===== src/rtl/imem_loader_pkg.sv =====
// Shared types and sizes for the boot-time instruction memory loader.
package imem_loader_pkg;

    typedef enum logic [2:0] {
        HDR_LO,
        HDR_HI,
        DATA,
        CHK,
        DONE,
        ERR
    } state_t;

    localparam int HDR_BYTES  = 2;
    localparam int WORD_BYTES = 4;
    localparam int CNT_W      = 8 * HDR_BYTES;

endpackage


===== src/rtl/imem_loader_word_packer.sv =====
// Little-endian byte-to-word assembler: byte at lane 0 lands in bits [7:0].
// Latency: word and word_vld appear the cycle after the last-lane byte.
// Backpressure: none; the caller only presents accepted bytes.
module word_packer
    import imem_loader_pkg::*;
(
    input  logic        clk,
    input  logic        rst_n,
    input  logic        byte_vld,
    input  logic [7:0]  byte_dat,
    input  logic [1:0]  lane,
    output logic        word_vld,
    output logic [31:0] word_dat
);

    logic [31:0] shift_q;
    logic        last_lane;

    assign last_lane = (lane == 2'(WORD_BYTES - 1));

    // Bytes enter from the top, so after four shifts byte 0 sits in [7:0].
    always_ff @(posedge clk or negedge rst_n) begin
        if (!rst_n) begin
            shift_q  <= '0;
            word_dat <= '0;
            word_vld <= 1'b0;
        end else begin
            word_vld <= byte_vld & last_lane;
            if (byte_vld) begin
                shift_q <= {byte_dat, shift_q[31:8]};
                if (last_lane) begin
                    word_dat <= {byte_dat, shift_q[31:8]};
                end
            end
        end
    end

endmodule


===== src/rtl/imem_loader.sv =====
// Boot loader: byte stream -> instruction memory writes; core held in reset until done.
// Latency: one write pulse the cycle after each word's last byte; full byte-per-cycle throughput.
// Backpressure: byte_ready_o high while loading, low in reset/DONE/ERR. Macro IMEM_LOADER_CHKSUM_EN adds checksum byte.
module imem_loader
    import imem_loader_pkg::*;
#(
    parameter int                ADDR_W    = 32,
    parameter logic [ADDR_W-1:0] BASE_ADDR = '0,
    parameter int                MAX_WORDS = 1024
) (
    input  logic              clk,
    input  logic              rst_n,
    input  logic              byte_valid_i,
    input  logic [7:0]        byte_data_i,
    output logic              byte_ready_o,
    output logic              wr_en_o,
    output logic [ADDR_W-1:0] addr_o,
    output logic [31:0]       wr_inst_o,
    output logic              cpu_rst_o,
    output logic              done_o,
    output logic              err_o
);

`ifdef IMEM_LOADER_CHKSUM_EN
    localparam state_t END_ST = CHK;
`else
    localparam state_t END_ST = DONE;
`endif

    state_t            state_q, state_d;
    logic [1:0]        lane_q;
    logic [CNT_W-1:0]  idx_q;
    logic [CNT_W-1:0]  cnt_q;
    logic [ADDR_W-1:0] addr_q;
    logic [CNT_W-1:0]  hdr_n;
    logic              xfer;
    logic              lane_last;
    logic              last_word;
    logic              word_vld;
    logic [31:0]       word_dat;
`ifdef IMEM_LOADER_CHKSUM_EN
    logic [7:0]        chk_q;
`endif

    assign byte_ready_o = rst_n & (state_q inside {HDR_LO, HDR_HI, DATA, CHK});
    assign xfer         = byte_valid_i & byte_ready_o;
    assign hdr_n        = {byte_data_i, cnt_q[7:0]};
    assign lane_last    = (lane_q == 2'(WORD_BYTES - 1));
    assign last_word    = (idx_q == cnt_q - CNT_W'(1));

    always_ff @(posedge clk or negedge rst_n) begin
        if (!rst_n) begin
            state_q <= HDR_LO;
        end else begin
            state_q <= state_d;
        end
    end

    always_comb begin
        state_d = state_q;
        case (state_q)
            HDR_LO: if (xfer) state_d = HDR_HI;
            HDR_HI: begin
                if (xfer) begin
                    if (hdr_n == '0)                  state_d = END_ST;
                    else if (int'(hdr_n) > MAX_WORDS) state_d = ERR;
                    else                              state_d = DATA;
                end
            end
            DATA: if (xfer && lane_last && last_word) state_d = END_ST;
`ifdef IMEM_LOADER_CHKSUM_EN
            CHK: if (xfer) state_d = (byte_data_i == chk_q) ? DONE : ERR;
`endif
            default: state_d = state_q;
        endcase
    end

    // Address is latched with the last lane so it lines up with the packer's write pulse.
    always_ff @(posedge clk or negedge rst_n) begin
        if (!rst_n) begin
            lane_q <= '0;
            idx_q  <= '0;
            cnt_q  <= '0;
            addr_q <= BASE_ADDR;
        end else if (xfer) begin
            case (state_q)
                HDR_LO: cnt_q[7:0]  <= byte_data_i;
                HDR_HI: cnt_q[15:8] <= byte_data_i;
                DATA: begin
                    lane_q <= lane_q + 2'd1;
                    if (lane_last) begin
                        addr_q <= BASE_ADDR + ADDR_W'({idx_q, 2'b00});
                        idx_q  <= idx_q + CNT_W'(1);
                    end
                end
                default: ;
            endcase
        end
    end

`ifdef IMEM_LOADER_CHKSUM_EN
    always_ff @(posedge clk or negedge rst_n) begin
        if (!rst_n) begin
            chk_q <= '0;
        end else if (xfer && state_q == DATA) begin
            chk_q <= chk_q ^ byte_data_i;
        end
    end
`endif

    word_packer u_word_packer (
        .clk      (clk),
        .rst_n    (rst_n),
        .byte_vld (xfer && state_q == DATA),
        .byte_dat (byte_data_i),
        .lane     (lane_q),
        .word_vld (word_vld),
        .word_dat (word_dat)
    );

    // DONE can be entered while the final write is still pulsing; done waits for it.
    assign wr_en_o   = word_vld;
    assign wr_inst_o = word_dat;
    assign addr_o    = addr_q;
    assign done_o    = (state_q == DONE) & ~word_vld;
    assign err_o     = (state_q == ERR);
    assign cpu_rst_o = ~done_o;

endmodule


===== config.mk =====
export PLATFORM = sky130hd
export DESIGN_NAME = imem_loader
export DESIGN_NICKNAME = d
export VERILOG_FILES = /design/src/rtl/imem_loader_pkg.sv /design/src/rtl/imem_loader_word_packer.sv /design/src/rtl/imem_loader.sv
export SDC_FILE = /design/constraint.sdc
export NUM_CORES = 1
export LEC_CHECK = 0
export BUFFER_PORTS_ARGS = -buffer_cell sky130_fd_sc_hd__buf_2
export CAP_MARGIN = 15
export CORE_MARGIN = 3
export CORE_UTILIZATION = 40
export CTS_CLUSTER_DIAMETER = 80
export DETAILED_ROUTE_END_ITERATION = 16
export GPL_TIMING_DRIVEN = 1
export PLACE_DENSITY = 0.71
export SLEW_MARGIN = 20
export SYNTH_ARGS = -nofsm -noshare
export SYNTH_HDL_FRONTEND = slang
export SYNTH_SLANG_ARGS = --single-unit

===== constraint.sdc =====
create_clock -name clk -period 2.65 [get_ports clk]
set_clock_uncertainty 0.2 [all_clocks]
set_input_delay 0.1325 -clock clk [delete_from_list [all_inputs] [get_ports clk]]
set_output_delay 0.1325 -clock clk [all_outputs]
set_load 0.03 [all_outputs]

# Word-level counts from Yosys, hierarchy flattened
# Cells that the tools add are included.
# totals
ff_bits	118
ram_bits	0
input_bits	11
mem_count	0
latchBits	0
elab_cells	48
mem_bits_ro	0
# op_classes
div	0
eq_ne	10
mul	0
n_bitwise	6
add_sub_neg	3
magnitude_cmp	1
n_reduce_logical	13
n_mux	6
n_shift	0
# op_table
cell	n
adder 16 x 1 -> 16 bit (second input constant)	1
equality test 16 bit	1
> comparator 16 x 11 -> 1 bit (second input constant)	1
logical NOT 16 bit	1
subtractor 16 x 1 -> 16 bit (second input constant)	1
2-to-1 mux 3 bit	5
one-hot mux 3 bit (3 select lines)	1
AND reduction 2 bit	4
equality test 3 x 2 -> 1 bit (second input constant)	2
equality test 3 bit (second input constant)	2
AND 1 bit	4
!= test 2 bit (second input constant)	2
AND reduction 4 bit	1
nonzero test 4 bit	1
equality test 3 x 1 -> 1 bit (second input constant)	1
logical AND 1 bit	3
logical NOT 3 bit	1
AND reduction 3 bit	1
nonzero test 3 bit	1
adder 2 x 1 -> 2 bit (second input constant)	1
equality test 2 bit (second input constant)	1
!= test 2 x 1 -> 1 bit (second input constant)	1
NOT 1 bit	2

# Logic depth before layout (Yosys ltp)
# Gate-level depths: netlist of the first run.
# depth
word_depth	8
ltp_mapped	9
mapped_depth_nobuf	9

# Hierarchy
# A second synthesis of the first run with hierarchy kept.
# unflattened
cells_unflattened	403
hier_area_um2	5257.5
# modules_own_cells
module	cells_each	area_per_inst_um2	n_inst	seq_area_each_um2
imem_loader	282	3019.1	1	1326.3
word_packer	121	2238.4	1	1426.4

# Worst setup path before layout of the first run
# Ideal clock, no wire load.
# synth_path
path_kind	flip-flop to flip-flop
startpoint	register cnt_q[0]
endpoint	register state_q[0]
arrival_time_ps	2625
setup_slack_ps	-255
t_required_ps	2371
stages_incl_launch_ff	10
synth_period_minus_slack_ps	2905
setup_ps	79
path_buffers	0
cell_sequence	dfrtp_1 inv_1 ha_1 or4b_4 nor3b_4 xnor2_1 or4_1 or3_1 o21ai_2 mux2i_1
# synth_between
elab_chain_len	5
# synth_rtl
element	line_no	source
start: declaration	imem_loader.sv:33	logic [CNT_W-1:0] cnt_q;
start signal: assignment	imem_loader.sv:87	HDR_LO: cnt_q[7:0] <= byte_data_i;
subtractor 16 x 1 -> 16 bit / > comparator 16 x 11 -> 1 bit (equally long branches)	imem_loader.sv:49, imem_loader.sv:66	
equality test 16 bit / 2-to-1 mux 3 bit (equally long branches)	imem_loader.sv:49, imem_loader.sv:66	
logical AND 1 bit / 2-to-1 mux 3 bit (equally long branches)	imem_loader.sv:70, imem_loader.sv:65	
!= test 2 x 1 -> 1 bit (no source line) / 2-to-1 mux 3 bit (equally long branches)	n/a	
AND reduction 4 bit (no source line) / one-hot mux 3 bit (3 select lines) (equally long branches)	n/a	
end signal: assignment	imem_loader.sv:55	state_q <= state_d;
end: declaration	imem_loader.sv:30	state_t state_q, state_d;
# Several ways; a longest one is shown, not always the timed one. The select of a mux whose other input is x is not followed.
# A chain may end at the register's enable or synchronous reset.

# Final worst setup path of the first run
# Ends and elaborated chain as after synthesis.

==> summary.md, run 1 <==
| Metric | Value |
|---|---|
| GP Congestion | `0.8923` |
| RSZ-0062 raised after global routing | `true` |
| Post-synth top cells | `dfrtp_1 (110), mux2_2 (88), xnor2_1 (22)` |
| Worst path arrival time | `approximately 3000 ps` |
| Largest delay contributor family on the critical path | `simple AND/OR/NAND/NOR gates` |
| Worst Path Required | `2720 ps` |
| Lkg Pwr | `0.003104 uW` |
| Die H | `116.2 um` |
| Kind of critical path | `reg2reg` |
| Residual DRC | `0` |
| Setup TNS | `-741.2 ps` |
| Overflow after GRT | `0` |
| Total number of vias | `roughly 3100` |
| Drt wl/cell | `between 15 and 20 um` |
| Top area cells in the synthesized netlist | `dfrtp_1 (57%), mux2_2 (20%), xnor2_1 (4.0%)` |
| Min setup slack post-route | `-308.4 ps` |
| Core area | `11660 um2` |
| Distinct cell type count after synthesis | `41` |
| Fin. max-slew vios | `0` |
| Initial core utilization | `about two fifths` |
| Syn Area/Cell | `~13 um2` |
| Post-Synthesis Cells | `369` |
| DR pass1 iterations | `4` |
| Cell chain of the critical path | `inv_2 -> ha_4 -> or4b_4 -> nor3b_4 -> xnor2_1 -> or4_1 -> or3_4 -> o21ai_4 -> mux2i_1` |
| Largest net degree at the start of global routing | `84` |
| Top_reg_cell synth | `dfrtp_1` |
| Min Clock Period, post-route | `between 2000 and 3000 ps` |
| Max-slew headroom | `between 40 and 50%` |
| Worst r2r src | `cnt_q[0]` |
| Combinational share of power | `3.4%` |
| Post-route ant nets | `0` |
| Cell Int Power | `2363 uW` |
| Area grow syn2layout | `20.96%` |
| Maximum VDD drop | `0.0003075 V` |
| Final nets | `482` |
| IO Count | `80` |
| Clk sinks | `between 100 and 150` |
| Setup crit start | `cnt_q[0]` |
| Port bufs | `63` |
| Share of the synthesized area in the top cell type | `56.64%` |
| Clk pwr share | `41.8%` |
| Met1 usage | `19.21%` |
| Sw Ratio | `23.17%` |
| CTS tree | `yes` |
| Area leader, netlist | `dfrtp_1` |
| Area post-placement | `5440 um2` |
| Cell area after synthesis | `4860 um2` |
| Worst-path maximum fanout | `2` |
| WL final | `approximately 9600 um` |
| CTS Buffer Depth | `2` |
| Post-synthesis sequential area ratio | `a little under three fifths` |
| GR Util met2 | `between 20% and 30%` |
| Asr flop ratio synth | `100.0%` |
| CP max stage cell | `or4_1` |
| Initial antenna violation count | `0` |
| Clock root buffer | `clkbuf_16` |
| Crit path buf inv count | `1` |
| Measured slew at the worst slew-check pin | `~750 ps` |
| Cts bufs inserted | `9` |
| Synth warnings | `0` |
| Diode count | `0` |
| Initial DRC count | `100` |
| F_max | `0.3380 GHz` |
| Seq pwr share | `54.8%` |
| Clk_lat worst skew | `350 ps` |
| EDFF count, synth | `0` |
| Max Cap Violations | `0` |
| Met3 Usage GRT | `2.383%` |
| Layout cell share with drive strength beyond 1 | `between 40% and 50%` |
| Count leader, synth | `dfrtp_1` |
| Slowest stage delay, CP | `500 ps` |
| Hold_ws | `159.9 ps` |
| Sw Pwr | `roughly 710 uW` |
| Fin area | `5878 um2` |
| Status | `complete, but fails checks` |
| Crit. End Element | `register` |
| Die area | `roughly 14000 um2` |
| Worst Hold Class | `in2async` |
| Setup-failing EPs final | `3` |
| Failing checks | `setup timing` |
| Final Cycle Share | `111.6%` |
| GRT Total Usage | `14.77%` |
| H-Tree Depth | `3` |
| Core Rows | `39` |
| Final HPWL DP | `6680 um` |
| Chip width | `116.2 um` |
| First-pass GRT wire length | `roughly 16000 um` |
| Final Hold Viols | `0` |
| CTS clk-pin slew, worst paths | `70 ps` |
| Via density | `5.078` |
| #FFs+latches synth | `110` |
| Number of global-route vias before repair | `about 3100` |
| Startpoint type of the worst setup path | `register` |
| Layer with the highest usage | `met2` |
| Pwr Density | `523.4 nW/um2` |
[metrics by stage]
step                      utilization, %  power [uW]  cells  setup WS (ps)
after global placement             46.65        1813    587         -189.0
after detailed placement           46.65        1815    587         -234.8
after global routing               50.40        3197    616         -400.1
final                              50.40        3076    616         -308.4
after CTS                          50.10        3119    614         -247.3
after floorplan                        -        1776    384         -228.5
[cells in the final DEF, fill, tap and decap left out, types with 2 or more instances in the layout]
master	n
conb_1	16
nand3_1	9
nand4_1	4
and3_1	5
xor2_1	14
buf_4	26
or4_1	2
ha_1	2
clkbuf_16	9
inv_2	2
xnor2_1	22
or3_1	3
nor2_1	15
inv_1	3
inv_8	2
nor2b_1	3
mux2_2	88
a21oi_1	2
nand2_1	14
a211o_1	2
clkinv_4	2
buf_2	62
a31oi_1	3
o21ai_0	8
nor3_1	6
nand4b_1	3
dlygate4sd3_1	10
dfrtp_1	110
[registers in the layout (all words and copies together), names as in the netlist]
name,flops
state_q,3
cnt_q,16
u_word_packer.shift_q,24
lane_q,2
idx_q,16
addr_o,16
u_word_packer.word_vld,1
u_word_packer.word_dat,32
[worst min-delay path, cell delays in order]
cell           delay [ps]
dlygate4sd3_1         550
buf_4                 110
buf_4                 330
[power groups by stage]
stage	Clock (uW)	Combinational, uW	Sequential (uW)
6_report	1290	105	1690
2_1_floorplan	0	57.5	1720
5_1_grt	1390	118	1690
3_5_place_dp	0	95.4	1720
3_3_place_gp	0	93.7	1720
4_1_cts	1330	107	1690
[cells by family after synthesis]
logic type | after synthesis | share of synthesized area (%)
other | 1 | 0.07717
buffers and inverters | 31 | 3.631
and+or+nand+nor | 74 | 8.342
xor gates and xnor gates | 36 | 6.488
adders and majority gates | 3 | 0.7725
DFF | 110 | 56.64
AOI/OAI and AO/OA | 25 | 3.451
muxes | 89 | 20.60
[metal layers]
layer | part of all wire [%] | wire [um] | vias up
met2 | 50 | 4754 | 66
met3 | 3.5 | 338 | 12
li1 | - | - | 1477
met1 | 45 | 4307 | 1573
met4 | 2.0 | 194 | 0
met5 | 0 | 0 | -
[area by class of cell]
type                            instances  area, um2
Fill cell                            1011       5784
Sequential cell                       110       2753
Multi-Input combinational cell        243       2028
Timing Repair Buffer                   99      616.8
Clock buffer                           10      229.0
Tap cell                              143      178.9
Clock inverter                          6      53.80
Inverter                                5      18.77
[worst paths after layout]
kind	end	slack, ps	cells after the start
max	state_q[0]	-310	9
min	state_q[2]	160	3
max reg2reg	state_q[0]	-310	9
min reg2reg	lane_q[0]	280	1
max in group asynchronous	u_word_packer.shift_q[16]	1030	4
min in group clk	lane_q[0]	280	1
[what timing repair did]
action / in CTS / in global routing
buffers inserted: 1 / 2
hold buffers: 10 / 0
endpoints found under the hold margin: 60 / 0
gates resized for setup: 3 / 3
pin swaps: 1 / 5
endpoints found under the setup margin: 3 / 3
Note: power is estimated with default switching activity, not from simulation.
==> inputs of run 2 (changes only) <==
--- a/config.mk
+++ b/config.mk
@@ -5,6 +5,7 @@
 export SDC_FILE = /design/constraint.sdc
 export NUM_CORES = 1
 export LEC_CHECK = 0
+export ABC_AREA = 1
 export BUFFER_PORTS_ARGS = -buffer_cell sky130_fd_sc_hd__buf_2
 export CAP_MARGIN = 15
 export CORE_MARGIN = 3
==> summary.md, run 2 <==
| Metric | Value |
|---|---|
| Status | `finished clean` |
| Cts repair resizes | `0` |
| Multi-input gate area | `1963 um2` |
| Fin. max-slew vios | `0` |
| Cell chain of the critical path | `inv_1 -> ha_1 -> inv_1 -> nor2_1 -> nand3_2 -> nor2_2 -> nand2_1 -> nand3_1 -> nand2_1 -> nor2_2 -> nand3_2 -> nand2_2 -> nand2_1 -> nand2_1` |
| Final nets | `a little under 700` |
| CTS Buffer Depth | `2` |
| # fillers | `about 1200` |
| Die area | `14250 um2` |
| Distinct cell type count after synthesis | `28` |
| Crit. End Element | `register` |
| First-pass GRT wire length | `just under 20000 um` |
| EDFF count, synth | `0` |
| Setup TNS | `0 ps` |
| Max Cap Violations | `0` |
| Startpoint type of the worst setup path | `register` |
| Worst Path Required | `between 2000 and 3000 ps` |
| Overflow after GRT | `0` |
| Largest reg by FF count | `u_word_packer.word_dat` |
| Top_reg_cell synth | `dfrtp_1` |
| IO Count | `80` |
| Syn Area/Cell | `8.554 um2` |
| Residual DRC | `0` |
| Core area | `12260 um2` |
| Max-slew headroom | `a little over a third` |
| Regs by FF count | `u_word_packer.word_dat (32), u_word_packer.shift_q (24)` |
| Setup-failing EPs final | `0` |
| Area leader, netlist | `dfrtp_1` |
| Worst path arrival time | `2350 ps` |
| Largest net degree at the start of global routing | `approximately 80` |
| Post-synth top cells | `nand2_1 (168), dfrtp_1 (110), o21ai_0 (86)` |
| Hold-fix buffers, CTS | `10` |
| Initial DRC count | `~270` |
| Port bufs | `63` |
| CTS tree | `yes` |
| Most common cell after layout, fill and taps aside | `nand2_1` |
| Maximum VDD drop | `0.0002835 V` |
| H-Tree Depth | `3` |
| Min Clock Period, post-route | `2269 ps` |
| Setup Buffers After CTS | `0` |
| Die H | `around 120 um` |
| Final Hold Viols | `0` |
| Share of the synthesized area in the top cell type | `53.54%` |
| Top area cells in the synthesized netlist | `dfrtp_1 (54%), nand2_1 (12%), o21ai_0 (8.4%)` |
| Final Cycle Share | `85.61%` |
| WL final | `11430 um` |
| Chip width | `119.4 um` |
| Tot Pwr | `3270 uW` |
| Clk_lat worst skew | `~350 ps` |
| Lkg Pwr | `0.003147 uW` |
| #FFs+latches synth | `110` |
| Via density | `4.767` |
| Area grow syn2layout | `16.48%` |
| F_max | `0.4408 GHz` |
| GP Congestion | `~0.83` |
| Number of flip-flops in the largest register | `32` |
| Total number of vias | `4033` |
| Initial core utilization | `between 40% and 50%` |
| Pwr Density | `approximately 550 nW/um2` |
| Worst Hold Class | `in2async` |
| DR pass1 iterations | `5` |
| Worst-path maximum fanout | `5` |
| FF/Latch Area | `2753 um2` |
| Clock root buffer | `clkbuf_16` |
| Hold_ws | `between 200 and 250 ps` |
| Post-synthesis sequential area ratio | `a little over half` |
| Synth warnings | `0` |
| Kind of critical path | `reg2reg` |
| Clk sinks | `110` |
| RSZ-0062 raised after global routing | `false` |
| Cell area after synthesis | `5141 um2` |
| Post-Synthesis Cells | `approximately 600` |
| CP max stage cell | `dfrtp_1` |
| Reg2reg path depth | `14` |
| Drt wl/cell | `13.51 um` |
| Measured slew at the worst slew-check pin | `953.5 ps` |
| Cts bufs inserted | `9` |
| Commonest non-fill, non-tap cells in the layout | `nand2_1 (168), dfrtp_1 (110), o21ai_0 (86)` |
| CTS clk-pin slew, worst paths | `about 80 ps` |
| Final HPWL DP | `8382 um` |
| Slowest stage delay, CP | `410 ps` |
| Count leader, synth | `nand2_1` |
| Initial antenna violation count | `0` |
| Top cell by count, worst path | `nand2_1` |
| Core Rows | `40` |
| GRT Total Usage | `16.78%` |
| Layout cell share with drive strength beyond 1 | `between 15 and 20%` |
| Asr flop ratio synth | `100.0%` |
| Post-route ant nets | `0` |
| Diode count | `0` |
| Number of global-route vias before repair | `3893` |
## run 2: cell types whose count changed after synthesis, sizes merged, moves of 18 or more
| cell | before | now |
|---|---|---|
| nand3 | 9 | 30 |
| o21ai | 9 | 88 |
| inv | 5 | 76 |
| xnor2 | 22 | 4 |
| mux2 | 88 | 1 |
| nor2 | 17 | 39 |
| nand2 | 14 | 172 |
## run 2: logic make-up (layout without fill, tap and decap cells)
| kind of cell | Yosys count | count (layout) | synth area share (%) |
|---|---|---|---|
| mux | 1 | 1 | 0.2190 |
| flops | 110 | 110 | 53.54 |
| fa+ha+maj | 3 | 3 | 0.7302 |
| other cells | 1 | 16 | 0.07294 |
| buf+inv | 110 | 172 | 9.418 |
| xor+xnor | 26 | 26 | 4.429 |
| simple gates | 258 | 258 | 22.63 |
| compound gates | 92 | 92 | 8.956 |
## run 2: area by class of cell
class | instances | share of cell area (%)
Timing Repair Buffer | 80 | 7.856
Clock inverter | 5 | 1.066
Tap cell | 168 | 3.510
Sequential cell | 110 | 45.97
Clock buffer | 11 | 4.053
Multi-Input combinational cell | 396 | 32.78
Inverter | 76 | 4.764
## run 2: metrics by stage
stage | util [%] | setup slack (ps) | instances | instance area (um2)
finish | 48.84 | 381.3 | 846 | 5988
global route | 48.84 | 167.8 | 846 | 5988
CTS | 48.84 | 378.8 | 846 | 5988
floorplan | - | 407.1 | 616 | 5197
global placement | 45.52 | 545.2 | 820 | 5582
detailed placement | 45.52 | 416.6 | 820 | 5582
## run 2: critical path, delay by kind of cell, from the launching register on
| kind | cells | cell delay (ps) |
|---|---|---|
| adders and majority gates | 1 | 240 |
| and+or+nand+nor | 11 | 1150 |
| buffers and inverters | 2 | 210 |
| DFF | 1 | 410 |
## run 2: power by group
| group | total [uW] | leakage (uW) | switching (uW) | internal, uW |
|---|---|---|---|---|
| registers | 1720 | 0.00138 | 16.7 | 1700 |
| logic | 168 | 0.00162 | 125 | 43.1 |
| clock network | 1380 | 0.000152 | 611 | 770 |
| total | 3270 | 0.00315 | 753 | 2520 |
## run 2: routing by layer
layer	vias up	track usage, %	part of all wire, %
li1	1996	-	-
met1	1899	23.35	48
met2	118	26.49	46
met3	20	2.422	4.2
met4	0	6.729	1.8
met5	-	0	0
## run 2: path summary, 6_finish.rpt
check	start	slack [ps]	end
min reg2reg	addr_o[3]	280	addr_o[3]
min in group clk	addr_o[3]	280	addr_o[3]
max	cnt_q[0]	380	state_q[2]
max in group asynchronous	rst_n	730	idx_q[8]
min	rst_n	200	cnt_q[8]
max reg2reg	cnt_q[0]	380	state_q[2]
==> inputs of run 3 (changes only) <==
--- a/config.mk
+++ b/config.mk
@@ -10,6 +10,7 @@
 export CAP_MARGIN = 15
 export CORE_MARGIN = 3
 export CORE_UTILIZATION = 40
+export CTS_BUF_LIST = sky130_fd_sc_hd__clkbuf_4
 export CTS_CLUSTER_DIAMETER = 80
 export DETAILED_ROUTE_END_ITERATION = 16
 export GPL_TIMING_DRIVEN = 1
==> summary.md, run 3 (synthesized netlist as in run 2, its figures left out) <==
| Metric | Value |
|---|---|
| Status | `finished clean` |
| Worst Hold Class | `in2async` |
| First-pass GRT wire length | `roughly 19000 um` |
| Area grow syn2layout | `13.34%` |
| DR pass1 iterations | `5` |
| # fillers | `1171` |
| Measured slew at the worst slew-check pin | `around 950 ps` |
| Min Clock Period, post-route | `~2300 ps` |
| IO Count | `80` |
| Initial core utilization | `41.93%` |
| H-Tree Depth | `3` |
| Setup-failing EPs final | `0` |
| CTS Buffer Depth | `2` |
| Residual DRC | `0` |
| Cts bufs inserted | `9` |
| GP Congestion | `0.8307` |
| Setup Buffers After CTS | `0` |
| Met1 usage | `between 20% and 30%` |
| WL final | `11330 um` |
| Overflow after GRT | `0` |
| Max Cap Violations | `0` |
| Commonest non-fill, non-tap cells in the layout | `nand2_1 (168), dfrtp_1 (110), o21ai_0 (86)` |
| F_max | `0.4376 GHz` |
| Die area | `14250 um2` |
| Startpoint type of the worst setup path | `register` |
| Via density | `4.681` |
| Port bufs | `63` |
| Number of global-route vias before repair | `~3900` |
| Initial DRC count | `222` |
| Final Hold Viols | `0` |
| Core area | `approximately 12000 um2` |
| Layout cell share with drive strength beyond 1 | `17.55%` |
| Final Cycle Share | `between 80% and 90%` |
| Die H | `about 120 um` |
| Largest net degree at the start of global routing | `79` |
| Worst path arrival time | `approximately 2500 ps` |
| Regs by FF count | `u_word_packer.word_dat (32), u_word_packer.shift_q (24)` |
| Maximum VDD drop | `0.0002328 V` |
| CTS clk-pin slew, worst paths | `170 ps` |
| RSZ-0062 raised after global routing | `false` |
| Core Rows | `40` |
| Post-route core utilization | `47.52%` |
| Initial antenna violation count | `1` |
| Max-slew headroom | `36.47%` |
| Worst Path Required | `2860 ps` |
| GRT Total Usage | `16.53%` |
| Cts repair resizes | `0` |
| Most common cell after layout, fill and taps aside | `nand2_1` |
| Pwr Density | `472.7 nW/um2` |
| Fin. max-slew vios | `0` |
| Fin area | `5827 um2` |
| Final nets | `687` |
| Min setup slack post-route | `364.8 ps` |
| Layer with the highest usage | `met2` |
| Drt wl/cell | `between 10 and 15 um` |
| Worst-path maximum fanout | `5` |
| Clk sinks | `110` |
| Met3 Usage GRT | `2.802%` |
| Post-route ant nets | `0` |
| Total number of vias | `between 3000 and 4000` |
| GR Util met2 | `25.40%` |
| Kind of critical path | `reg2reg` |
| Chip width | `119.4 um` |
| Lkg Pwr | `roughly 0.0031 uW` |
| Worst slack, placed | `416.6 ps` |
| Final HPWL DP | `8382 um` |
| Largest reg by FF count | `u_word_packer.word_dat` |
| Crit. End Element | `register` |
| Area post-placement | `roughly 5600 um2` |
| Setup TNS | `0 ps` |
| Clk_lat worst skew | `roughly 470 ps` |
| Number of flip-flops in the largest register | `32` |
| CTS tree | `yes` |
| Clock root buffer | `clkbuf_4` |
[run 3: worst paths after layout]
check,cells after the start,startpoint,slack [ps],to
max in group asynchronous,4,rst_n,870,idx_q[5]
worst min-delay path,3,rst_n,70,addr_o[17]
worst min register to register,2,addr_o[3],300,addr_o[3]
worst max register to register,14,cnt_q[0],360,state_q[1]
min in group clk,4,byte_data_i[7],220,u_word_packer.shift_q[31]
worst max-delay path,14,cnt_q[0],360,state_q[1]
[run 3: layout make-up]
class	count	area (um2)	area share (%)
Timing Repair Buffer	80	470.5	8.074
Tap cell	168	210.2	3.607
Antenna cell	1	2.502	0.04295
Inverter	76	285.3	4.896
Clock inverter	6	67.56	1.160
Sequential cell	110	2753	47.24
Multi-Input combinational cell	396	1963	33.69
Clock buffer	10	75.07	1.288
[run 3: power breakdown]
| part | total, uW | switching, uW | internal, uW |
|---|---|---|---|
| clock network | 865 | 558 | 307 |
| logic | 167 | 124 | 43.1 |
| registers | 1720 | 16.2 | 1710 |
[run 3: per-layer routing]
| layer | wire [um] | part of all wire (%) |
|---|---|---|
| met1 | 5607 | 50 |
| met2 | 5037 | 44 |
| met3 | 435 | 3.8 |
| met4 | 245 | 2.2 |
| met5 | 0 | 0 |
[run 3: stage by stage]
stage          std cells  hold WS, ps  total power [uW]
6_report             847        68.17              2754
5_1_grt              847        88.49              2872
4_1_cts              846        60.08              2782
3_5_place_dp         820        29.02              1913
3_3_place_gp         820        29.45              1909
2_1_floorplan        616       -363.1              1858
[run 3: repair_timing]
| action | in CTS | in global routing |
|---|---|---|
| endpoints found under the hold margin | 76 | 0 |
| endpoints found under the setup margin | 0 | 0 |
| hold buffers | 10 | 0 |
[run 3: worst max-delay path, stage by stage, from the launching register on]
cell and delay (ps):
dfrtp_1 440, inv_1 130, ha_1 240, inv_1 80, nor2_1 150, nand3_2 150
nor2_2 160, nand2_1 90, nand3_1 90, nand2_1 60, nor2_2 110, nand3_2 120
nand2_2 110, nand2_1 60, nand2_1 60
